File: src/rtl/matvec_pkg.sv
// matvec_pkg: shared types, default widths and the saturating-add helper
// used by the matrix-vector engine.
package matvec_pkg;

  localparam int DATA_W_DEF = 14;
  localparam int ACC_W_DEF  = 28;
  // Working width for the saturating adder; any accumulator up to 63 bits
  // fits with headroom, so the raw sum can never wrap before clamping.
  localparam int SAT_W      = 64;

  typedef enum logic [2:0] {
    IDLE    = 3'd0,
    LOAD_X  = 3'd1,
    LOAD_W  = 3'd2,
    COMPUTE = 3'd3,
    OUTPUT  = 3'd4
  } state_t;

  // Add two sign-extended operands and clamp the result to the signed range
  // of an acc_w-bit accumulator.
  function automatic logic signed [SAT_W-1:0] sat_add(
    input logic signed [SAT_W-1:0] a_i,
    input logic signed [SAT_W-1:0] b_i,
    input int unsigned             acc_w
  );
    logic signed [SAT_W-1:0] sum_s;
    logic signed [SAT_W-1:0] max_s;
    logic signed [SAT_W-1:0] min_s;
    sum_s = a_i + b_i;
    max_s = $signed((64'd1 << (acc_w - 32'd1)) - 64'd1);
    min_s = ~max_s;
    if (sum_s > max_s) begin
      sat_add = max_s;
    end else if (sum_s < min_s) begin
      sat_add = min_s;
    end else begin
      sat_add = sum_s;
    end
  endfunction

endpackage

File: src/rtl/matvec_engine_mac.sv
// mac_sat_unit: combinational full-precision signed multiply followed by a
// saturating accumulate; the accumulator register lives in the caller.
module mac_sat_unit
  import matvec_pkg::*;
#(
  parameter int DATA_W = DATA_W_DEF,
  parameter int ACC_W  = ACC_W_DEF
) (
  input  logic signed [ACC_W-1:0]  acc_i,
  input  logic signed [DATA_W-1:0] x_i,
  input  logic signed [DATA_W-1:0] w_i,
  output logic signed [ACC_W-1:0]  sum_o
);

  logic signed [2*DATA_W-1:0] prod_s;
  logic signed [SAT_W-1:0]    sum_ext_s;

  // Product is exact at 2*DATA_W bits; the add is clamped to ACC_W bits.
  always_comb begin
    prod_s    = (2*DATA_W)'(x_i) * (2*DATA_W)'(w_i);
    sum_ext_s = sat_add(SAT_W'(acc_i), SAT_W'(prod_s), ACC_W);
    sum_o     = sum_ext_s[ACC_W-1:0];
  end

endmodule

File: src/rtl/matvec_engine.sv
// matvec_engine: sequenced signed y = W*x with streamed operand load,
// optional weight reuse and a backpressured result stream (one row per beat).
// Optional build macro MATVEC_RELU_EN clamps negative results to zero on
// the output stream only.
module matvec_engine
  import matvec_pkg::*;
#(
  parameter  int DATA_W = DATA_W_DEF,
  parameter  int ROWS   = 3,
  parameter  int COLS   = 3,
  parameter  int ACC_W  = 2*DATA_W,
  localparam int ROW_W  = (ROWS > 1) ? $clog2(ROWS) : 1,
  localparam int COL_W  = (COLS > 1) ? $clog2(COLS) : 1
) (
  input  logic                     clk,
  input  logic                     rst,
  input  logic                     start,
  input  logic                     reuse_w,
  input  logic signed [DATA_W-1:0] in_data,
  input  logic                     in_valid,
  output logic                     in_ready,
  output logic signed [ACC_W-1:0]  out_data,
  output logic [ROW_W-1:0]         out_row,
  output logic                     out_valid,
  input  logic                     out_ready,
  output logic                     busy,
  output logic                     done
);

  localparam logic [ROW_W-1:0] ROW_LAST = ROW_W'(ROWS - 1);
  localparam logic [COL_W-1:0] COL_LAST = COL_W'(COLS - 1);
  localparam logic [ROW_W-1:0] ROW_ONE  = ROW_W'(1);
  localparam logic [COL_W-1:0] COL_ONE  = COL_W'(1);

  state_t                   state_q, state_d;
  logic [ROW_W-1:0]         row_q, row_d;
  logic [COL_W-1:0]         col_q, col_d;
  logic signed [ACC_W-1:0]  acc_q, acc_d;
  logic                     reuse_q, reuse_d;
  logic                     w_loaded_q, w_loaded_d;
  logic                     in_ready_q, in_ready_d;
  logic                     out_valid_q, out_valid_d;
  logic                     busy_q, busy_d;
  logic signed [ACC_W-1:0]  out_data_q, out_data_d;
  logic [ROW_W-1:0]         out_row_q, out_row_d;

  logic                     beat_s, out_hs_s, last_col_s, last_row_s;
  logic                     x_we_s, w_we_s;
  logic signed [ACC_W-1:0]  mac_sum_s;
  logic signed [ACC_W-1:0]  acc_out_s;

  // Operand storage; contents are only meaningful after a load.
  logic signed [DATA_W-1:0] x_q [COLS];
  logic signed [DATA_W-1:0] w_q [ROWS][COLS];

  mac_sat_unit #(
    .DATA_W (DATA_W),
    .ACC_W  (ACC_W)
  ) u_mac (
    .acc_i (acc_q),
    .x_i   (x_q[col_q]),
    .w_i   (w_q[row_q][col_q]),
    .sum_o (mac_sum_s)
  );

  // Value presented on the result stream for the current accumulator.
  always_comb begin
`ifdef MATVEC_RELU_EN
    if (acc_q[ACC_W-1]) begin
      acc_out_s = {ACC_W{1'b0}};
    end else begin
      acc_out_s = acc_q;
    end
`else
    acc_out_s = acc_q;
`endif
  end

  // Sequencer: next state, counters, accumulator and stream controls.
  always_comb begin
    state_d     = state_q;
    row_d       = row_q;
    col_d       = col_q;
    acc_d       = acc_q;
    reuse_d     = reuse_q;
    w_loaded_d  = w_loaded_q;
    out_valid_d = 1'b0;
    out_data_d  = out_data_q;
    out_row_d   = out_row_q;
    x_we_s      = 1'b0;
    w_we_s      = 1'b0;
    beat_s      = in_valid & in_ready_q;
    out_hs_s    = out_valid_q & out_ready;
    last_col_s  = (col_q == COL_LAST);
    last_row_s  = (row_q == ROW_LAST);
    case (state_q)
      IDLE: begin
        if (start) begin
          state_d = LOAD_X;
          reuse_d = reuse_w;
          row_d   = {ROW_W{1'b0}};
          col_d   = {COL_W{1'b0}};
        end else begin
          state_d = IDLE;
        end
      end
      LOAD_X: begin
        if (beat_s) begin
          x_we_s = 1'b1;
          if (last_col_s) begin
            col_d = {COL_W{1'b0}};
            // Reuse is honoured only when a weight set survives in storage.
            if (reuse_q && w_loaded_q) begin
              state_d = COMPUTE;
              acc_d   = {ACC_W{1'b0}};
            end else begin
              state_d = LOAD_W;
            end
          end else begin
            col_d = col_q + COL_ONE;
          end
        end else begin
          state_d = LOAD_X;
        end
      end
      LOAD_W: begin
        if (beat_s) begin
          w_we_s = 1'b1;
          if (last_col_s) begin
            col_d = {COL_W{1'b0}};
            if (last_row_s) begin
              row_d      = {ROW_W{1'b0}};
              w_loaded_d = 1'b1;
              state_d    = COMPUTE;
              acc_d      = {ACC_W{1'b0}};
            end else begin
              row_d = row_q + ROW_ONE;
            end
          end else begin
            col_d = col_q + COL_ONE;
          end
        end else begin
          state_d = LOAD_W;
        end
      end
      COMPUTE: begin
        acc_d = mac_sum_s;
        if (last_col_s) begin
          col_d   = {COL_W{1'b0}};
          state_d = OUTPUT;
        end else begin
          col_d = col_q + COL_ONE;
        end
      end
      OUTPUT: begin
        // First OUTPUT cycle captures the result; out_valid follows a cycle later.
        if (!out_valid_q) begin
          out_valid_d = 1'b1;
          out_data_d  = acc_out_s;
          out_row_d   = row_q;
        end else if (out_ready) begin
          out_valid_d = 1'b0;
          if (last_row_s) begin
            row_d   = {ROW_W{1'b0}};
            state_d = IDLE;
          end else begin
            row_d   = row_q + ROW_ONE;
            acc_d   = {ACC_W{1'b0}};
            state_d = COMPUTE;
          end
        end else begin
          out_valid_d = 1'b1;
        end
      end
      default: begin
        state_d = IDLE;
      end
    endcase
    in_ready_d = (state_d == LOAD_X) || (state_d == LOAD_W);
    busy_d     = (state_d != IDLE);
  end

  // Control and output registers, cleared asynchronously.
  always_ff @(posedge clk or posedge rst) begin
    if (rst) begin
      state_q     <= IDLE;
      row_q       <= {ROW_W{1'b0}};
      col_q       <= {COL_W{1'b0}};
      acc_q       <= {ACC_W{1'b0}};
      reuse_q     <= 1'b0;
      w_loaded_q  <= 1'b0;
      in_ready_q  <= 1'b0;
      out_valid_q <= 1'b0;
      busy_q      <= 1'b0;
      out_data_q  <= {ACC_W{1'b0}};
      out_row_q   <= {ROW_W{1'b0}};
    end else begin
      state_q     <= state_d;
      row_q       <= row_d;
      col_q       <= col_d;
      acc_q       <= acc_d;
      reuse_q     <= reuse_d;
      w_loaded_q  <= w_loaded_d;
      in_ready_q  <= in_ready_d;
      out_valid_q <= out_valid_d;
      busy_q      <= busy_d;
      out_data_q  <= out_data_d;
      out_row_q   <= out_row_d;
    end
  end

  // Operand storage writes; no reset so the arrays stay plain RAM-like flops.
  always_ff @(posedge clk) begin
    if (x_we_s) begin
      x_q[col_q] <= in_data;
    end
    if (w_we_s) begin
      w_q[row_q][col_q] <= in_data;
    end
  end

  assign in_ready  = in_ready_q;
  assign out_valid = out_valid_q;
  assign out_data  = out_data_q;
  assign out_row   = out_row_q;
  assign busy      = busy_q;
  // Pulses in the accepting cycle of the last row, while busy is still high.
  assign done      = out_hs_s & last_row_s;

endmodule
File: config.mk
export PLATFORM = sky130hd
export DESIGN_NAME = matvec_engine
export DESIGN_NICKNAME = d
export VERILOG_FILES = /design/src/rtl/matvec_pkg.sv /design/src/rtl/matvec_engine_mac.sv /design/src/rtl/matvec_engine.sv
export SDC_FILE = /design/constraint.sdc
export NUM_CORES = 1
export LEC_CHECK = 0
export BUFFER_PORTS_ARGS = -buffer_cell sky130_fd_sc_hd__buf_2
export CORE_ASPECT_RATIO = 1.75
export CORE_MARGIN = 4
export CORE_UTILIZATION = 55
export DETAILED_ROUTE_END_ITERATION = 16
export GPL_TIMING_DRIVEN = 0
export PLACE_DENSITY = 0.72
export RECOVER_POWER = 100
export SYNTH_ARGS = -nofsm -noshare
export SYNTH_HDL_FRONTEND = slang
export SYNTH_HIERARCHICAL = 1
export SYNTH_SLANG_ARGS = --single-unit
File: constraint.sdc
create_clock -name clk -period 11.4 [get_ports clk]
set_input_delay 0.57 -clock clk [delete_from_list [all_inputs] [get_ports clk]]
set_output_delay 0.57 -clock clk [all_outputs]
set_load 0.01 [all_outputs]
# Yosys cells after proc, flatten, opt, wreduce, memory -nomap -nowiden
# Memories as Yosys holds them, arrays and structs flattened.
# Cells that the tools add are included.
# Widths: inputs -> output; s select.
[totals]
regBits = 70
ram_bits = 168
output_inout_bits = 34
wordCells = 109
mem_count = 2
[mem_list]
columns = ["name", "words", "width", "rd", "rd_clocked_by_memory_dff", "wr", "line", "text"]
rows = [
  ["w_q", 3, 42, 1, 0, 1, "matvec_engine.sv:54", "logic signed [DATA_W-1:0] w_q [ROWS][COLS];"],
  ["x_q", 3, 14, 1, 0, 1, "matvec_engine.sv:53", "logic signed [DATA_W-1:0] x_q [COLS];"],
]
[classes]
add_sub_neg = 3
multipliers = 1
magnitude_cmp = 4
n_eq_ne = 19
mux = 49
n_bitwise = 5
reduce_logical = 15
[ops]
columns = ["op", "count"]
rows = [
  ["$mux 28", 11],
  ["$pmux 28 s4", 1],
  ["$mux 14", 3],
  ["$mux 42", 1],
  ["$add 28x28->29", 1],
  ["$gt 29x28->1 const B", 1],
  ["$lt 29x28->1 const B", 1],
  ["$bmux 14 s2", 1],
  ["$demux 14 s2", 1],
  ["$mul 14x14->28", 1],
  ["$mux 3", 8],
  ["$ne 2x2->1 const B", 10],
  ["$mux 2", 9],
  ["$pmux 3 s5", 1],
  ["$pmux 2 s3", 2],
  ["$mux 1", 11],
  ["$reduce_and 10->1", 1],
  ["$eq 3x2->1 const B", 3],
  ["$reduce_bool 3->1", 3],
  ["$eq 3x1->1 const B", 2],
  ["$reduce_and 6->1", 1],
  ["$add 2x1->2 const B", 2],
  ["$eq 2x2->1 const B", 2],
  ["$reduce_and 2->1", 2],
  ["other kinds (14)", 17],
]

# Depth between registers and ports, before layout
[depth]
word_depth = 10
depth_mapped = 33
depth_no_buf = 27

# Hierarchy
# The synthesis kept the hierarchy.
[modules_own_cells]
columns = ["module", "instances", "cells_per_inst", "area_each_um2"]
rows = [
  ["mac_sat_unit", 1, 1058, 9434.0],
  ["matvec_engine", 1, 559, 9357.7],
]

# Worst setup path after synthesis
# No wires, ideal clock.
[synth_timing]
path_type = "flip-flop to flip-flop"
start = "reg row_q[0]"
end = "reg acc_q[14], in the netlist acc_out_s[14]"
setup_time_ns = 0.121
arrival_ns = 8.239
slack_ns = 3.040
stages_incl_launch_ff = 30
path_buffers = 4
path_cell_list = "dfrtp_1 > clkbuf_1 > buf_2 > mux2_1 > mux4_2 > inv_1 > o22ai_1 > clkbuf_1 > nand2_1 > inv_1 > fa_1 > inv_1 > fa_1 > inv_1 > fa_1 > fa_1 > fa_1 > inv_1 > fa_1 > inv_1 > ha_1 > clkbuf_1 > and4_1 > a221oi_2 > nand4_1 > a311o_1 > and4_4 > or3_4 > maj3_2 > a22o_1"
[synth_between]
elab_chain_len = 10
[synth_lines]
columns = ["element", "line", "text"]
rows = [
  ["start, declared", "matvec_engine.sv:36", "logic [ROW_W-1:0] row_q, row_d;"],
  ["start signal, assigned", "matvec_engine.sv:187", "row_q <= {ROW_W{1'b0}};"],
  ["start signal, assigned", "matvec_engine.sv:199", "row_q <= row_d;"],
  ["$mem_v2 3x42 (*)", "--", ""],
  ["$bmux 14 s2 (*)", "matvec_engine.sv:62", ".w_i (w_q[row_q][col_q]),"],
  ["$mux 14 (not written as such) (*) (2 in series)", "matvec_engine.sv:62", ""],
  ["$mul 14x14->28 (*)", "matvec_engine_mac.sv:20", "prod_s = (2*DATA_W)'(x_i) * (2*DATA_W)'(w_i);"],
  ["$add 28x28->29 (*)", "matvec_pkg.sv:29", "sum_s = a_i + b_i;"],
  ["$lt 29x28->1", "matvec_pkg.sv:34", "end else if (sum_s < min_s) begin"],
  ["$mux 28", "matvec_pkg.sv:34", ""],
  ["$mux 28 (*)", "matvec_pkg.sv:32", "if (sum_s > max_s) begin"],
  ["net mac_sum_s[14]", "matvec_engine.sv:49", "logic signed [ACC_W-1:0] mac_sum_s;"],
  ["$pmux 28 s4 (*)", "matvec_engine.sv:96", "case (state_q)"],
  ["end signal, assigned", "matvec_engine.sv:189", "acc_q <= {ACC_W{1'b0}};"],
  ["end, declared", "matvec_engine.sv:38", "logic signed [ACC_W-1:0] acc_q, acc_d;"],
]
# The timed path passes the listed nets; every way through them passes the cells marked *. The select of a mux whose other input is x is not followed.
# A chain may end at the register's enable or synchronous reset.

# Worst setup path in the final report
[layout_timing]
start = "reg row_q[0]"
end = "reg acc_q[25], in the netlist acc_out_s[25]"
# Same word-level chain as after synthesis.

==> impl_results.md <==
* Outcome: finished, violations left
* Failing checks: capacitance limit, slew limit
* CP arrival at 11.18 ns
* Cts hold-fix bufs at 0
* Post-route cell area at 20240 um2
* First-pass GRT wire length at 67380 um
* Width of the chip at 147.7 um
* Vias at 11598
* CTS buffer count at 22
* Internal reg-to-reg setup slack at 0.67 ns
* Worst path depth at 28
* RSZ-0062 raised after global routing: no
* HP Class: input port to flop
* MaxCap Viol Count at 1
* Vias per cell at 5.350
* Slew Viols, Final at 71
* Top_reg_cell synth: edfxtp_1
* Antenna-violating nets left at 0
* Sequential area share after synthesis at 0.3617
* Core Region at 33740 um2
* Antenna cells at 0
* Final Critical Period at 10.73 ns
* Yosys top cell area share at 0.2685
* Nets at 2040
* Initial drt markers at 420
* Mapped Area at 18790 um2
* Reg-to-reg endpoint: acc_out_s[25]$_DFFE_PP0P_
* Finish-stage setup viols at 0
* Worst setup path endpoint: acc_out_s[25]$_DFFE_PP0P_
* Actual slew at the worst max-slew pin at 3.072 ns
* R2R cell count at 28
* Crit path capture type: flop
* Slew margin rel. at -1.059
* Fmax at 0.09317 GHz
* Mapped Cells at 1617
* Total I/O pin count at 54
* CTS resizes at 0
* Cell Rows at 89
* Worst-Skew Late Latency at 0.54 ns
* Setup repair bufs after CTS at 0
* Largest net degree at the start of global routing at 71
* Asr flop ratio synth at 0.2941
* RePlAce Congestion at 0.9265
* Area leader, netlist: edfxtp_1
* Initial antenna violation count at 0
* DIE AREA at 37310 um2
* Setup TNS at 0 ns
* Synth Net Count at 1958
* Post-synth cell types at 67
* H-tree depth at 1
* Setup Skew at 0.02553 ns
* Area after DPL at 19680 um2
* Share of cells above drive strength 1 at 0.06130
* Reg-to-reg startpoint: row_q[0]$_DFFE_PP0P_
* Slowest cell on crit path: a2111oi_1
* Commonest non-fill, non-tap cell in the layout: inv_1
* Port Buf Inserts at 53
* Vias in the first global route at 12962
* Grt total ovfl at 0
* Post-route DRC at 0
* EDFF count, synth at 168
* Worst Path Required at 11.85 ns
* Top delay family on crit path: adder cells
* Hold_ws at 0.2812 ns
* Worst Path Max Fanout at 12
* Final Core Density at 0.6000
* Synth warnings at 6
* Top post-synthesis cells by area: edfxtp_1 (27%), fa_1 (25%), dfrtp_1 (9.3%), inv_1 (6.9%), ha_1 (5.5%)
* CP bufs+invs at 8
* WL/cell at 19.41 um
* CP Launch Type: flop
* CTS Sinks at 238
* Final Cycle Share at 0.9415
* Crit path from: row_q[0]$_DFFE_PP0P_
* Maximum clock insertion buffer count at 3
* HPWL after DPL at 35300 um
* Final WL at 42070 um
* Clock slew at reported path FFs at 0.06 ns
* Crit path top cell by count: fa_1
* Commonest cells after routing, fill and taps aside: inv_1 (343), fa_1 (238), edfxtp_1 (168)
* Root Driver: clkbuf_16
* Initial core utilization at 0.5569
* Number of fill cells at 2803
* Die height at 252.5 um
* Final hold violation count at 0
* #FFs+latches synth at 238
* Gr usage total at 0.2337
* Max incr delay on CP at 1.02 ns
* CTS tree: yes
* TritonRoute pass-1 iters at 5
* Avg Inst Size Synth at 11.62 um2
* Setup CP Type: flop to flop
* Area grow syn2layout at 7.724%
layer usage:
layer	GRT usage	vias to the layer above	wire length, um
li1	-	5348	-
met1	0.2385	5865	14500
met2	0.4564	260	23670
met3	0.02225	125	1114
met4	0.1328	0	2789
met5	0	-	0
layout make-up:
cell class / instances / area, um2 / share of cell area
multi-input combinational: 969 / 10360 / 0.5116
sequential: 238 / 6797 / 0.3357
inverter: 345 / 1296 / 0.06403
clock buffer: 27 / 569.3 / 0.02812
tap: 455 / 569.3 / 0.02812
buffer: 65 / 305.3 / 0.01508
timing repair buffer: 58 / 224.0 / 0.01106
clock inverter: 11 / 126.4 / 0.006243
synthesized netlist by cell type, drive strengths merged, types with 10 or more instances:
library cell / number
a22o: 30
ha: 83
o21ai: 41
buf: 26
nand2: 128
clkbuf: 39
dfrtp: 70
xnor2: 24
inv: 345
a21o: 18
and2: 98
o22ai: 16
edfxtp: 168
nand2b: 10
fa: 238
mux2: 61
mux2i: 30
nor2: 44
a21oi: 42
nor3: 12
mux4: 14
logic make-up (layout without fill, tap and decap cells):
kind of cell | after synthesis | after routing | share of synthesized area
xor+xnor | 33 | 33 | 0.01538
buf+inv | 410 | 506 | 0.08582
fa+ha+maj | 324 | 324 | 0.3106
flops | 238 | 238 | 0.3617
compound gates | 179 | 179 | 0.06772
mux | 105 | 105 | 0.06931
simple gates | 328 | 328 | 0.08949
worst register-to-register path: cells and delay by family (launching register included):
kind | cells | cell delay (ns)
muxes | 1 | 0.11
AOI/OAI and AO/OA | 8 | 3.22
DFF | 1 | 0.32
buffers and inverters | 8 | 2.47
adders and majority gates | 7 | 3.42
and+or+nand+nor | 4 | 1.13
worst min-delay path by stage:
stage / from / to / slack (ns) / depth (start not counted)
final: reuse_w / reuse_q$_DFFE_PP0N_ / 0.28 / 2
after global routing: reuse_w / reuse_q$_DFFE_PP0N_ / 0.29 / 2
after CTS: rst / state_q[1]$_DFF_PP0_ / 0.24 / 2
after detailed placement: w_loaded_q$_DFFE_PP0P_ / w_loaded_q$_DFFE_PP0P_ / 0.45 / 1
after global placement: w_loaded_q$_DFFE_PP0P_ / w_loaded_q$_DFFE_PP0P_ / 0.45 / 1
after floorplan: w_loaded_q$_DFFE_PP0P_ / w_loaded_q$_DFFE_PP0P_ / 0.43 / 1
through the flow:
| step | instances | setup WS, ns |
|---|---|---|
| 6_report | 2168 | 0.6675 |
| 5_1_grt | 2168 | 0.3318 |
| 4_1_cts | 2167 | 0.7976 |
| 3_5_place_dp | 2129 | 0.8343 |
| 3_3_place_gp | 2125 | 0.6308 |
| 2_1_floorplan | 1617 | 3.040 |
flip-flops by register name, indices dropped and copies added (netlist names):
register,count
w_q,126
in_ready,1
col_q,2
out_row,2
acc_out_s,28
state_q,3
row_q,2
x_q,42
busy,1
out_valid,1
out_data,28
reuse_q,1
w_loaded_q,1
Power is not shown: default switching activity piles up to over one toggle a cycle in this logic, so the estimate is an artifact.
